==> config.mk <==
export PLATFORM = sky130hd
export DESIGN_NAME = seg_clock_monitor
export DESIGN_NICKNAME = d
export VERILOG_FILES = /design/src/rtl/seg_clock_monitor.sv
export SDC_FILE = /design/constraint.sdc
export NUM_CORES = 1
export LEC_CHECK = 0
export CAP_MARGIN = 20
export CORE_ASPECT_RATIO = 0.6
export CORE_MARGIN = 8
export CORE_UTILIZATION = 30
export DETAILED_ROUTE_END_ITERATION = 6
export PLACE_DENSITY = 0.49
export SYNTH_ARGS = -nofsm -noshare
export SYNTH_HDL_FRONTEND = slang
export SYNTH_SLANG_ARGS = --single-unit
==> constraint.sdc <==
create_clock -name clk -period 3 [get_ports clk]
set_input_delay 0.3 -clock clk [delete_from_list [all_inputs] [get_ports clk]]
set_output_delay 0.3 -clock clk [all_outputs]
set_load 0.05 [all_outputs]
==> src/rtl/seg_clock_monitor.sv <==
// Seconds-display checker: filters and decodes two 7-segment buses, then verifies
// that the shown value advances by +1 mod 60 per change and flags stalls.
module seg_clock_monitor #(
    parameter bit          SEG_ACTIVE_LOW = 1'b1,
    parameter int unsigned STABLE_CYCLES  = 4,
    parameter int unsigned TIMEOUT_CYCLES = 60_000_000
) (
    input  logic       clk,
    input  logic       rst,
    input  logic [6:0] seg_units,
    input  logic [6:0] seg_tens,
    input  logic       clr_err,
    output logic [3:0] units,
    output logic [2:0] tens,
    output logic       value_valid,
    output logic       step_ok,
    output logic       err_pattern,
    output logic       err_sequence,
    output logic       err_timeout
);

    localparam int unsigned SW = $clog2(STABLE_CYCLES + 1);
    localparam int unsigned TW = $clog2(TIMEOUT_CYCLES + 1);

    typedef enum logic [1:0] {StIdle, StAcquire, StTrack} state_e;

    state_e        state_q, state_d;
    logic [13:0]   in_q, in_d;
    logic [13:0]   seen_pat_q, seen_pat_d;
    logic          seen_q, seen_d;
    logic [SW-1:0] stab_q, stab_d;
    logic [TW-1:0] tmo_q, tmo_d;
    logic [3:0]    units_q, units_d;
    logic [2:0]    tens_q, tens_d;
    logic          step_ok_q, step_ok_d;
    logic          err_pat_q, err_pat_d;
    logic          err_seq_q, err_seq_d;
    logic          err_tmo_q, err_tmo_d;

    // Returns {legal, digit}; alternate forms of 6, 7 and 9 are both accepted.
    function automatic logic [4:0] decode(input logic [6:0] s);
        case (s)
            7'b0111111:              decode = {1'b1, 4'd0};
            7'b0000110:              decode = {1'b1, 4'd1};
            7'b1011011:              decode = {1'b1, 4'd2};
            7'b1001111:              decode = {1'b1, 4'd3};
            7'b1100110:              decode = {1'b1, 4'd4};
            7'b1101101:              decode = {1'b1, 4'd5};
            7'b1111101, 7'b1111100:  decode = {1'b1, 4'd6};
            7'b0000111, 7'b0100111:  decode = {1'b1, 4'd7};
            7'b1111111:              decode = {1'b1, 4'd8};
            7'b1101111, 7'b1100111:  decode = {1'b1, 4'd9};
            default:                 decode = 5'b0_0000;
        endcase
    endfunction

    logic [4:0] u_dec, t_dec;
    logic       pair_legal, stable, evaluate;
    logic [5:0] new_val, old_val, exp_val;
    logic       pat_set, seq_set, tmo_set;

    always_comb begin
        in_d = SEG_ACTIVE_LOW ? ~{seg_tens, seg_units} : {seg_tens, seg_units};

        if (in_d != in_q) begin
            stab_d = SW'(1);
        end else if (stab_q < SW'(STABLE_CYCLES)) begin
            stab_d = stab_q + SW'(1);
        end else begin
            stab_d = stab_q;
        end

        u_dec      = decode(in_q[6:0]);
        t_dec      = decode(in_q[13:7]);
        pair_legal = u_dec[4] & t_dec[4] & (t_dec[3:0] <= 4'd5);
        new_val    = 6'(t_dec[3:0]) * 6'd10 + 6'(u_dec[3:0]);
        old_val    = 6'(tens_q) * 6'd10 + 6'(units_q);
        exp_val    = (old_val == 6'd59) ? 6'd0 : old_val + 6'd1;

        // A pattern is judged once: remember the last one evaluated.
        stable   = (stab_q == SW'(STABLE_CYCLES)) && (!seen_q || (in_q != seen_pat_q));
        evaluate = stable && (state_q != StIdle);

        state_d    = state_q;
        seen_d     = seen_q;
        seen_pat_d = seen_pat_q;
        tmo_d      = '0;
        units_d    = units_q;
        tens_d     = tens_q;
        step_ok_d  = 1'b0;
        pat_set    = 1'b0;
        seq_set    = 1'b0;
        tmo_set    = 1'b0;

        if (evaluate) begin
            seen_d     = 1'b1;
            seen_pat_d = in_q;
        end

        case (state_q)
            StIdle: state_d = StAcquire;
            StAcquire: begin
                if (evaluate) begin
                    if (pair_legal) begin
                        units_d = u_dec[3:0];
                        tens_d  = t_dec[2:0];
                        state_d = StTrack;
                    end else begin
                        pat_set = 1'b1;
                    end
                end
            end
            StTrack: begin
                if (evaluate && pair_legal) begin
                    units_d = u_dec[3:0];
                    tens_d  = t_dec[2:0];
                    if (new_val == exp_val) begin
                        step_ok_d = 1'b1;
                    end else begin
                        seq_set = 1'b1;
                    end
                end else if (evaluate) begin
                    pat_set = 1'b1;
                    state_d = StAcquire;
                end else if (tmo_q < TW'(TIMEOUT_CYCLES)) begin
                    tmo_d   = tmo_q + TW'(1);
                    tmo_set = (tmo_q == TW'(TIMEOUT_CYCLES - 1));
                end else begin
                    tmo_d = tmo_q;
                end
            end
            default: state_d = StIdle;
        endcase

        // A newly detected error beats a simultaneous clear.
        err_pat_d = pat_set | (err_pat_q & ~clr_err);
        err_seq_d = seq_set | (err_seq_q & ~clr_err);
        err_tmo_d = tmo_set | (err_tmo_q & ~clr_err);
    end

    always_ff @(posedge clk or posedge rst) begin
        if (rst) begin
            state_q    <= StIdle;
            in_q       <= '0;
            seen_pat_q <= '0;
            seen_q     <= 1'b0;
            stab_q     <= '0;
            tmo_q      <= '0;
            units_q    <= '0;
            tens_q     <= '0;
            step_ok_q  <= 1'b0;
            err_pat_q  <= 1'b0;
            err_seq_q  <= 1'b0;
            err_tmo_q  <= 1'b0;
        end else begin
            state_q    <= state_d;
            in_q       <= in_d;
            seen_pat_q <= seen_pat_d;
            seen_q     <= seen_d;
            stab_q     <= stab_d;
            tmo_q      <= tmo_d;
            units_q    <= units_d;
            tens_q     <= tens_d;
            step_ok_q  <= step_ok_d;
            err_pat_q  <= err_pat_d;
            err_seq_q  <= err_seq_d;
            err_tmo_q  <= err_tmo_d;
        end
    end

    assign units        = units_q;
    assign tens         = tens_q;
    assign value_valid  = (state_q == StTrack);
    assign step_ok      = step_ok_q;
    assign err_pattern  = err_pat_q;
    assign err_sequence = err_seq_q;
    assign err_timeout  = err_tmo_q;

endmodule

==> results of run 1 <==
## state kept, by name (all words and copies together), names as in the netlist
name,count
tens,3
err_pattern,1
step_ok,1
err_timeout,1
seen_q,1
stab_q,3
seen_pat_q,14
in_q,14
units,4
tmo_q,26
err_sequence,1
state_q,2
## cell type report
class | instances | area (sq um) | share of cell area
Inverter | 30 | 113 | 0.0200
Clock buffer | 12 | 256 | 0.0456
Tap cell | 198 | 248 | 0.0441
Multi-Input combinational cell | 322 | 2550 | 0.453
Clock inverter | 4 | 28.8 | 0.00512
Timing Repair Buffer | 76 | 648 | 0.115
Sequential cell | 71 | 1780 | 0.316
## synth_stat cells, types with 3 or more instances
library cell / number / area (sq um)
a211oi_1: 4 / 30.0
a21o_1: 4 / 30.0
a21oi_1: 13 / 65.1
and2_1: 3 / 18.8
and3_1: 4 / 25.0
and4_1: 4 / 35.0
buf_2: 7 / 35.0
buf_6: 6 / 67.6
clkbuf_1: 4 / 15.0
dfrtp_1: 71 / 1780
ha_1: 18 / 225
inv_1: 30 / 113
mux2_2: 14 / 158
mux2_4: 7 / 105
mux2i_1: 3 / 30.0
nand2_1: 19 / 71.3
nand2b_1: 3 / 18.8
nand3_1: 25 / 125
nand4_1: 15 / 93.8
nor2_1: 44 / 165
nor2b_1: 7 / 43.8
nor3_1: 6 / 30.0
nor3b_1: 4 / 30.0
nor4_1: 4 / 25.0
o21ai_0: 9 / 45.0
o22ai_1: 3 / 18.8
xnor2_1: 38 / 333
xor2_1: 30 / 263
## cells by family after synthesis
group / Yosys count / synth area share
AOI/OAI and AO/OA: 54 / 0.0869
xor gates and xnor gates: 68 / 0.135
adders and majority gates: 20 / 0.0600
buffers and inverters: 49 / 0.0555
DFF: 71 / 0.402
muxes: 24 / 0.0662
and+or+nand+nor: 156 / 0.195
## worst reg2reg max path, delay by kind of cell (launching register included)
family,cells,cell delay (ns)
and+or+nand+nor,5,1.13
AOI/OAI and AO/OA,3,0.61
DFF,1,0.46
buffers and inverters,2,0.32
adders and majority gates,1,0.23
xor gates and xnor gates,1,0.16
## stage by stage
step | area, sq um | hold WS, ns | instances | setup TNS [ns] | power (mW)
global route | 5620 | 0.410 | 713 | -0.272 | 2.31
finish | 5620 | 0.347 | 713 | -0.0200 | 2.22
floorplan | 4430 | 0.359 | 442 | 0 | 1.11
CTS | 5480 | 0.380 | 709 | 0 | 2.24
detailed placement | 5120 | 0.456 | 689 | -0.352 | 1.19
global placement | 5120 | 0.453 | 689 | -0.163 | 1.18
## power by group through the flow
stage | clock [mW] | sequential, mW | combinational (mW)
finish | 1.03 | 0.986 | 0.210
global route | 1.10 | 0.987 | 0.230
CTS | 1.06 | 0.984 | 0.196
detailed placement | 0 | 1.00 | 0.185
global placement | 0 | 1.00 | 0.183
floorplan | 0 | 0.989 | 0.118
## timing repair
action	4_1_cts	5_1_grt
resized for setup	10	19
endpoints found under the setup margin	2	2
buffers inserted	4	4
pin swaps	5	16
## final timing paths
check,from,end,depth (start not counted)
min reg2reg,seen_q$_DFFE_PP0P_,seen_q$_DFFE_PP0P_,1
min,rst,tmo_q[13]$_DFFE_PP0P_,2
max reg2reg,in_q[12]$_DFF_PP0_,step_ok$_DFF_PP0_,12
max in group asynchronous,rst,in_q[10]$_DFF_PP0_,3
min in group clk,seen_q$_DFFE_PP0P_,seen_q$_DFFE_PP0P_,1
max,in_q[12]$_DFF_PP0_,step_ok$_DFF_PP0_,12
## layer usage
metal	wire, um	part of all wire
met1	5950	0.55
met2	4400	0.41
met3	306	0.028
met4	136	0.013
met5	0	0
==> reports/qor.txt, run 1 <==
status = complete, but fails checks
failing checks = negative setup slack
met2 Track Usage GR = 0.162
Slew Limit Headroom = 0.579
core area = 0.0145 sq mm
Pwr Density = 396 mW/mm^2
routability cong. = 0.828
critical path launch point type = flip-flop
global-route wire length before repair = 17.6 mm
fillers = 1464
GRT overflow = 0
Max rail drop VDD = 0.000306 V
crit path DAT = 3.24 ns
Top delay family on crit path = simple AND/OR/NAND/NOR gates
Worst Skew = 0.00933 ns
worst hold path class = input pin to asynchronous set/reset pin
worst skew pair latency = 0.33 ns
Post-synth ARST share = 1.00
sequential share of the synthesized area = 0.402
Root Buffer = clkbuf_16
Data required, critical path = 3.22 ns
slowest CP cell = or4_4
Post-Syn Instances = 442
hold buffer count at CTS = 0
DR vias/cell = 4.71
flops & latches, synth = 71
commonest non-fill, non-tap cells in the layout = 70 x dfrtp_1, 46 x buf_4, 43 x nor2_1
sequential share of power = 0.443
DIE AREA = 0.0190 sq mm
Clock transition at path regs = 0.06 ns
slowest cell delay on critical path = 0.49 ns
global route hottest layer = met1
minimum clock period = 3.02 ns
DR vias = 3355
logic gate share of total power = 0.094
Post-route DRC = 0
Pre-antenna DRT Iters = 4
n_diodes = 0
area grow syn2layout = 27.1%
FP Rows = 34
synthesized cell area = 0.00442 sq mm
Worst Setup Path Type = flip-flop to flip-flop
Sink Count = 71
Synth cell types = 63
Synthesized Nets = 479
Net Sw Power = 0.545 mW
Post-layout nets = 547
GRT Total Usage = 0.117
met1 Use GR = 0.176
Tcrit/Tclk final = 1.01
final max-slew violation count = 0
vias in the first global route = 3295
clock share of power = 0.462
Post-DRT Antenna Nets = 0
setup violators final = 1
number of enable flip-flop cells after synthesis = 0
total CTS buffers = 9
IO Port Bufs = 28
Setup WS pre-CTS = -0.176 ns
initial antenna violation count = 0
CP Max Fanout = 6
CTS tree = yes
Net Sw Frac = 0.245
Worst-Margin Slew = 0.626 ns
r2r setup slk = -0.02 ns
setup ws final = -0.0200 ns
CP Capture Type = flip-flop
CP bufs+invs = 2
fmax = 0.331 GHz
largest net degree at the start of global routing = 30
# IOs = 29
Max Cap Viol = 0
unrepaired setup endpoints after global routing = yes
Initial Utilization = 0.306
Final Hold Viols = 0
CP Cell Sequence = buf_4 > or4_4 > a21oi_4 > buf_6 > ha_1 > a21o_1 > a21oi_2 > xnor2_1 > nand3_1 > and3b_1 > and4_1 > and3_1
Die W = 173 um
most common cell after layout, fill and taps aside = dfrtp_1
CTS max path bufs = 2
Primary FF master, synth = dfrtp_1
drt total wl = 10.8 mm
Lkg Pwr = 2.36 nW
GRT met3 Usage = 0.0272
H-tree depth = 3
fraction of layout cells with a size suffix above 1 = 0.237
iteration-0 DRC count of the detailed router = 176
WL/cell = 15.1 um
internal power = 1.68 mW
height of the die = 110 um
Ys Warns = 0
post-detail-place hpwl = 8.21 mm
final core occ = 0.388
synthesized area per cell = 10.0 sq um
Power figures use the tool's default switching activity.
==> run 2, diff against run 1 <==
- REMOVE_ABC_BUFFERS: not set -> 1
==> run 2 against run 1 <==
The run now ends clean. Non-clock buffer count shrank 8. Hold slack better by 0.051 ns. Worst setup slack better by 0.17 ns. Clock-buffer cell count is 1 lower. Sequential share of layout area up 0.62 points. Combinational power fell by 5%. Cell area decreased by 1.4%. Largest power group is now registers. Via count is 0.77% lower.
==> reports/qor.txt, run 2 (same netlist as run 1, synthesis figures left out) <==
Tcrit/Tclk final = 0.950 (-0.0568)
biggest regs = tmo_q x26, in_q x14, seen_pat_q x14
global-route wire length before repair = 17.4 mm (-0.82%)
area grow syn2layout = 25.4%
r2r setup slk = 0.15 ns (+0.17 ns)
setup ws final = 0.150 ns (+0.170 ns)
crit path DAT = 3.11 ns (-0.13 ns)
largest net degree at the start of global routing = 35 (+17%)
vias in the first global route = 3331 (+1.1%)
FF-to-FF Start = in_q[10]$_DFF_PP0_
FP Rows = 34 (unchanged)
routability cong. = 0.778 (-6.0%)
setup tns final = 0 ns (+0.0200 ns)
GRT overflow = 0 (unchanged)
total CTS buffers = 9 (unchanged)
Worst-Margin Slew = 0.723 ns (+0.0967 ns)
DR vias/cell = 4.72 (+0.35%)
iteration-0 DRC count of the detailed router = 221 (+26%)
minimum clock period = 2.85 ns (-0.170 ns)
GRT Total Usage = 0.114 (-0.00286)
# IOs = 29 (unchanged)
most common cell after layout, fill and taps aside = dfrtp_1
worst hold path class = input pin to asynchronous set/reset pin
status = finished, final reports clean
RR Endpoint = step_ok$_DFF_PP0_
Reg2Reg Depth = 13 (+1)
initial antenna violation count = 0 (unchanged)
Initial Utilization = 0.306 (unchanged)
setup violators final = 0 (-1)
Sink Count = 71 (unchanged)
WL/cell = 14.8 um (-2.0%)
CP Capture Type = flip-flop
Max rail drop VDD = 0.000234 V (-24%)
Data required, critical path = 3.26 ns (+0.04 ns)
Max Cap Viol = 0 (unchanged)
H-tree depth = 3 (unchanged)
Top delay family on crit path = simple AND/OR/NAND/NOR gates
Die W = 173 um (unchanged)
height of the die = 110 um (unchanged)
fmax = 0.351 GHz (+6.0%)
commonest non-fill, non-tap cells in the layout = 62 x dfrtp_1, 43 x nor2_1, 38 x buf_4
CP Max Fanout = 6 (unchanged)
design area = 0.00554 sq mm (-1.4%)
DR vias = 3329 (-0.77%)
slowest CP cell = dfrtp_2
Worst Skew = 0.00881 ns (-0.000519 ns)
slowest cell delay on critical path = 0.46 ns (-0.03 ns)
Biggest register = tmo_q
Slew Limit Headroom = 0.518 (-0.0606)
max reg flops = 26 (unchanged)
worst skew pair latency = 0.33 ns (about the same)
drt total wl = 10.5 mm (-3.1%)
Pre-antenna DRT Iters = 4 (unchanged)
final max-slew violation count = 0 (unchanged)
Critical Path Most Common Cell = ha_4
Crit. Startpoint = in_q[10]$_DFF_PP0_
Post-DP Area = 0.00505 sq mm (-1.4%)
Pwr Density = 389 mW/mm^2 (-1.6%)
CTS tree = yes
n_diodes = 0 (unchanged)
DIE AREA = 0.0190 sq mm (unchanged)
CP Cell Sequence = buf_6 > nor3b_4 > a31oi_1 > a21oi_2 > ha_4 > ha_4 > xor2_4 > nand2_1 > nor4bb_1 > a211oi_1 > o32ai_1 > and4_1 > and3_1
Worst Setup Path Type = flip-flop to flip-flop
Post-route DRC = 0 (unchanged)
post-detail-place hpwl = 8.04 mm (-2.1%)
Post-layout nets = 539 (-1.5%)
Final Hold Viols = 0 (unchanged)
CTS max path bufs = 2 (unchanged)
fraction of layout cells with a size suffix above 1 = 0.233 (-0.00415)
Total Power = 2.16 mW (-3.0%)
Lkg Pwr = 2.31 nW (-2.0%)
critical path launch point type = flip-flop
CP bufs+invs = 1 (-1)
Root Buffer = clkbuf_16
Clock transition at path regs = 0.06 ns (about the same)
Setup WS pre-CTS = -0.112 ns (+0.0638 ns)
core area = 0.0145 sq mm (unchanged)
IO Port Bufs = 28 (unchanged)
Post-DRT Antenna Nets = 0 (unchanged)
unrepaired setup endpoints after global routing = yes
WHS = 0.397 ns (+0.0507 ns)
number of stages on the worst setup path = 13 (+1)
run 2: cell count changes in the layout (fill, tap and decap cells not counted), sizes merged:
| cell | change |
|---|---|
| buf | -8 |
| clkbuf | -1 |
| clkinv | +1 |
run 2: metrics by stage:
stage          std cells  utilization
6_report             705        0.383
5_1_grt              705        0.383
4_1_cts              696        0.369
3_5_place_dp         680        0.349
3_3_place_gp         680        0.349
2_1_floorplan        423            -
run 2: layout make-up:
type                            instances  area, sq um
Fill cell                            1450         8920
Inverter                               30          113
Clock buffer                           11          233
Timing Repair Buffer                   68          588
Clock inverter                          5         33.8
Sequential cell                        71         1790
Tap cell                              198          248
Multi-Input combinational cell        322         2540
run 2: per-layer routing:
| layer | vias up | wire length (um) | GRT usage |
|---|---|---|---|
| li1 | 1651 | - | - |
| met1 | 1608 | 5700 | 0.169 |
| met2 | 68 | 4260 | 0.159 |
| met3 | 2 | 446 | 0.0327 |
| met4 | 0 | 48 | 0.0276 |
| met5 | - | 0 | 0 |
run 2: where the power goes:
| part | leakage [nW] | internal [mW] | switching, mW |
|---|---|---|---|
| clock | 0.126 | 0.560 | 0.412 |
| combinational | 1.24 | 0.0980 | 0.101 |
| sequential | 0.941 | 0.969 | 0.0194 |
run 2: worst max path at each step:
stage	end	slack (ns)
detailed placement	step_ok$_DFF_PP0_	-0.11
global route	step_ok$_DFF_PP0_	-0.07
finish	step_ok$_DFF_PP0_	0.15
CTS	step_ok$_DFF_PP0_	0.02
floorplan	step_ok$_DFF_PP0_	0.06
global placement	step_ok$_DFF_PP0_	-0.02
run 2: what timing repair did:
| action | in CTS | in global routing |
|---|---|---|
| endpoints found under the hold margin | 0 | 0 |
| hold buffers | 0 | 0 |
| setup endpoints to repair | 2 | 2 |
| buffers inserted | 0 | 9 |
| resized for setup | 3 | 35 |
| cloned | 0 | 0 |
| pin swaps | 0 | 21 |
